===== src/rtl/cla_seq_subtractor.sv =====
// cla_seq_subtractor
//   Digit-serial unsigned subtractor. It computes d = a - b - bin over WIDTH bits.
//   Each clock processes one 4-bit carry-lookahead slice as a + ~b + ~borrow.
//   Operation is driven by a start/busy/done handshake.
//   A new request is accepted only in IDLE. The result follows after N = WIDTH/4
//   cycles, and the minimum issue interval is N+2 cycles.
//
//   Ports:
//     clk    in   1      rising-edge clock
//     rst_n  in   1      asynchronous active-low reset
//     start  in   1      request, sampled only in IDLE
//     a      in   WIDTH  minuend, captured on the accepting edge
//     b      in   WIDTH  subtrahend, captured on the accepting edge
//     bin    in   1      borrow-in, captured on the accepting edge
//     busy   out  1      high while slices are computed (RUN)
//     done   out  1      one-cycle pulse; d/bout/zero valid
//     d      out  WIDTH  difference, held until the next accepted start
//     bout   out  1      borrow-out (1 = a < b + bin)
//     zero   out  1      final d == 0
//
//   Build option SUB_SAT_EN: clamps an underflowing result to 0 and sets zero.
//   bout still reports the underflow. Without the macro the result wraps
//   modulo 2^WIDTH.
//
//   state | meaning
//   IDLE  | waiting for start
//   RUN   | one slice per edge, cnt = slice index
//   DONE  | result valid, done pulse, back to IDLE

module cla_seq_subtractor #(
  parameter int WIDTH = 16
) (
  input  logic             clk,
  input  logic             rst_n,
  input  logic             start,
  input  logic [WIDTH-1:0] a,
  input  logic [WIDTH-1:0] b,
  input  logic             bin,
  output logic             busy,
  output logic             done,
  output logic [WIDTH-1:0] d,
  output logic             bout,
  output logic             zero
);

  localparam int N  = WIDTH / 4;
  localparam int CW = (N > 1) ? $clog2(N) : 1;
  localparam logic [CW-1:0] LAST = CW'(N - 1);

  typedef enum logic [1:0] {IDLE, RUN, DONE} state_t;

  state_t           state_q, state_d;
  logic [WIDTH-1:0] a_q, b_q, d_q;
  logic             borrow_q, bout_q, zero_q;
  logic [CW-1:0]    cnt_q;

  logic [CW+1:0]    base;
  logic [3:0]       a4, nb4, p, g, s;
  logic             cin, c1, c2, c3, c4;
  logic [WIDTH-1:0] d_slice;
  logic             last_slice;

  // State register
  always_ff @(posedge clk or negedge rst_n) begin
    if (!rst_n) state_q <= IDLE;
    else        state_q <= state_d;
  end

  // Next-state logic
  always_comb begin
    state_d = state_q;
    case (state_q)
      IDLE:    if (start) state_d = RUN;
      RUN:     if (last_slice) state_d = DONE;
      DONE:    state_d = IDLE;
      default: state_d = IDLE;
    endcase
  end

  // Output logic
  always_comb begin
    busy = (state_q == RUN);
    done = (state_q == DONE);
  end

  // One 4-bit lookahead slice. Each carry comes directly from p/g and cin.
  always_comb begin
    base = {cnt_q, 2'b00};
    a4   = a_q[base +: 4];
    nb4  = ~b_q[base +: 4];
    cin  = ~borrow_q;
    p    = a4 ^ nb4;
    g    = a4 & nb4;
    c1   = g[0] | (p[0] & cin);
    c2   = g[1] | (p[1] & g[0]) | (p[1] & p[0] & cin);
    c3   = g[2] | (p[2] & g[1]) | (p[2] & p[1] & g[0]) | (p[2] & p[1] & p[0] & cin);
    c4   = g[3] | (p[3] & g[2]) | (p[3] & p[2] & g[1]) | (p[3] & p[2] & p[1] & g[0])
         | (p[3] & p[2] & p[1] & p[0] & cin);
    s    = p ^ {c3, c2, c1, cin};
    d_slice = d_q;
    d_slice[base +: 4] = s;
    last_slice = (cnt_q == LAST);
  end

  // Datapath registers
  always_ff @(posedge clk or negedge rst_n) begin
    if (!rst_n) begin
      a_q      <= '0;
      b_q      <= '0;
      d_q      <= '0;
      borrow_q <= 1'b0;
      bout_q   <= 1'b0;
      zero_q   <= 1'b0;
      cnt_q    <= '0;
    end else begin
      case (state_q)
        IDLE: begin
          if (start) begin
            a_q      <= a;
            b_q      <= b;
            borrow_q <= bin;
            cnt_q    <= '0;
          end
        end
        RUN: begin
          borrow_q <= ~c4;
          cnt_q    <= cnt_q + 1'b1;
          d_q      <= d_slice;
          if (last_slice) begin
            bout_q <= ~c4;
`ifdef SUB_SAT_EN
            if (!c4) begin
              d_q    <= '0;
              zero_q <= 1'b1;
            end else begin
              zero_q <= (d_slice == '0);
            end
`else
            zero_q <= (d_slice == '0);
`endif
          end
        end
        default: ;
      endcase
    end
  end

  assign d    = d_q;
  assign bout = bout_q;
  assign zero = zero_q;

endmodule


===== config.mk =====
export PLATFORM = sky130hd
export DESIGN_NAME = cla_seq_subtractor
export DESIGN_NICKNAME = d
export VERILOG_FILES = /design/src/rtl/cla_seq_subtractor.sv
export SDC_FILE = /design/constraint.sdc
export NUM_CORES = 1
export LEC_CHECK = 0
export BUFFER_PORTS_ARGS = -buffer_cell sky130_fd_sc_hd__buf_2
export CAP_MARGIN = 40
export CELL_PAD_IN_SITES_DETAIL_PLACEMENT = 2
export CELL_PAD_IN_SITES_GLOBAL_PLACEMENT = 2
export CORE_UTILIZATION = 39
export DETAILED_ROUTE_END_ITERATION = 8
export PLACE_DENSITY = 0.81
export SLEW_MARGIN = 20
export SYNTH_ARGS = -nofsm -noshare
export SYNTH_HDL_FRONTEND = slang
export SYNTH_SLANG_ARGS = --single-unit

===== constraint.sdc =====
create_clock -name clk -period 8.1 [get_ports clk]
set_clock_uncertainty 0.1 [all_clocks]
set_input_delay 1.215 -clock clk [delete_from_list [all_inputs] [get_ports clk]]
set_output_delay 1.215 -clock clk [all_outputs]
set_load 0.03 [all_outputs]

==> run summary <==
outcome: completed
Hold Crit Class: reg -> reg
Critical Path End: zero
# H-tree levels: 2
Final Cell Area: 3182 sq um
via count: 1875
fin nets: 315
relative slew slack: 0.5329
# DRC: 0
hold_ws: 0.4002 ns
Synth cell types: 41
count of input and output buffers: 55
post-synth top area cell: dfrtp_1
Leak: 0.001506 uW
Detailed Route WL: 6556 um
TritonCTS clock tree: done
Async SR Flop Fraction: 1.000
hold buffers post-CTS: 0
number of cells on the worst reg-to-reg path: 9
Die W: 85.23 um
worst-margin pin slew: 0.7007 ns
clk slew on worst S/H paths: 0.10 ns
# Max-Cap Violations: 0
Die H: 85.23 um
Max Clock Freq: 338.3 MHz
worst-path fanout max: 12
EDFF count, synth: 0
Cells after Synth: 209
Synth Flop Type: dfrtp_1
Total GRT Usage: 0.1992
vias in the first global route: 2124
flops & latches, synth: 55
min cycle time layout: 2.956 ns
CP Class: reg -> reg
FF-to-FF End: zero
R2R setup slack: 5.14 ns
Diodes inserted: 0
RR Startpoint: cnt_q[0]
Syn Nets: 257
Detail Route Antenna Nets: 0
non-filler cells in the finished layout: 345
largest net degree at the start of global routing: 56
DP Area: 3054 sq um
Vias/cell: 5.435
Post-Syn Area: 2701 sq um
top cells by area, synth: dfrtp_1 51%, mux2_2 13%, mux4_2 6.7%
CTS root buffer: clkbuf_8
placed cell count: 336
area share of the largest cell type after synthesis: 0.5095
IO Pins: 56
Detailed Route Iter0 Violations: 52
DR WL/cell: 19.00 um
core box area: 6531 sq um
Hold Fails Final Rpt: 0
pre-CTS setup slack: 4.843 ns
WP data required: 8.21 ns
crit share post-route: 0.3649
setup TNS: 0 ns
Max Slew Vio Count: 0
Worst-Skew Late Latency: 0.32 ns
CTS max path bufs: 2
TritonRoute pass-1 iters: 4
startpoint types: register
number of buffers created by CTS: 5
ratio of cells with drive above 1 in the final layout: 0.4179
antenna violations before repair: 0
Mean Syn Cell Area: 12.93 sq um
setup repair bufs after CTS: 0
peak supply drop: 177.8 uV
Setup Viol. Count Final: 0
Final WS setup: 5.144 ns
initial core utilization: 0.4136
grt ovf: 0
first-pass GRT wire length: 10980 um
CTS resizes: 0
Critical Path End Type: register
pwr/cell area: 499.9 nW/um^2
crit path from: cnt_q[0]
Synth warnings: 0
post-synthesis sequential area ratio: 0.5095
dpl hpwl: 4858 um
die area: 7263 sq um
num rows: 29
# clock sinks: 55
CP arrival: 3.06 ns
RSZ-0062 raised after global routing: no
GP Congestion: 0.7341
synthesis-to-finish area growth: 17.79%
registers in the layout, summed over array words and instances, names as in the netlist:
signal,count
bout,1
cnt_q,2
zero,1
b_q,16
borrow_q,1
a_q,16
d,16
state_q,2
final cells by class:
cell class	count	area, sq um
inverters	10	45.04
flip-flops and latches	55	1376
clock buffers	5	68.82
fillers	678	3349
repair buffers	58	305.3
well taps	77	96.34
clock inverters	3	43.79
multi-input cells	137	1246
metrics by stage:
stage	total power (uW)	util
after global placement	1350	0.4676
final	1590	0.4872
after global routing	1709	0.4872
after CTS	1608	0.4849
after detailed placement	1406	0.4676
after floorplan	1139	-
cell families (layout without fill, tap and decap cells):
kind of cell,Yosys count,after routing,share of synthesized area
AOI/OAI and AO/OA,33,33,0.08708
muxes,41,41,0.2038
adders and majority gates,12,12,0.05836
xor gates and xnor gates,4,4,0.01297
buffers and inverters,17,76,0.03149
DFF,55,55,0.5095
and+or+nand+nor,47,47,0.09681
report_power, final:
part	internal [uW]	switching, uW	leakage (uW)
Clock	92.3	94.5	0.0000581
Combinational	379	539	0.000767
Sequential	394	91.7	0.000681
Total	866	725	0.00151
critical path: stages, from the launching register on:
cell and delay (ns):
dfrtp_1 0.50, buf_8 0.21, mux4_2 0.55, inv_1 0.12, ha_1 0.25, and4b_1 0.23
a211oi_4 0.31, xnor2_1 0.23, o21ai_1 0.11, a32o_1 0.24
per-layer routing:
metal | up-vias | global-route usage | wire length [um]
met5 | - | 0 | 0
met4 | 0 | 0.05085 | 67
met3 | 5 | 0.03696 | 221
met2 | 40 | 0.3607 | 3349
met1 | 959 | 0.2443 | 2918
li1 | 871 | - | -
worst min path at each step:
stage,startpoint,end,slack [ns],cells after the start
2_1_floorplan,b_q[10],b_q[10],0.38,1
3_3_place_gp,bout,bout,0.37,2
3_5_place_dp,bout,bout,0.38,2
4_1_cts,bout,bout,0.41,2
5_1_grt,bout,bout,0.42,2
6_report,bout,bout,0.40,2
synth_stat cells (4+ instances only):
| master | instances |
|---|---|
| nand2_1 | 20 |
| mux4_2 | 8 |
| o21ai_1 | 4 |
| mux2_2 | 32 |
| ha_1 | 11 |
| nor2_1 | 7 |
| o21ai_0 | 7 |
| a21oi_1 | 4 |
| a22o_1 | 5 |
| inv_1 | 8 |
| dfrtp_1 | 55 |
| buf_2 | 5 |
| o31ai_1 | 4 |
cell usage in the layout (no fill, tap or decap), types with 3 or more instances in the layout:
cell type / count
a21oi_1: 4
a22o_1: 5
buf_2: 55
clkbuf_8: 5
dfrtp_1: 55
ha_1: 11
inv_1: 8
mux2_2: 32
mux4_2: 8
nand2_1: 20
nand2b_1: 3
nor2_1: 7
nor4_1: 3
o21ai_0: 7
o21ai_1: 4
o31ai_1: 4
xor2_1: 3
(Power assumes the default switching activity.)
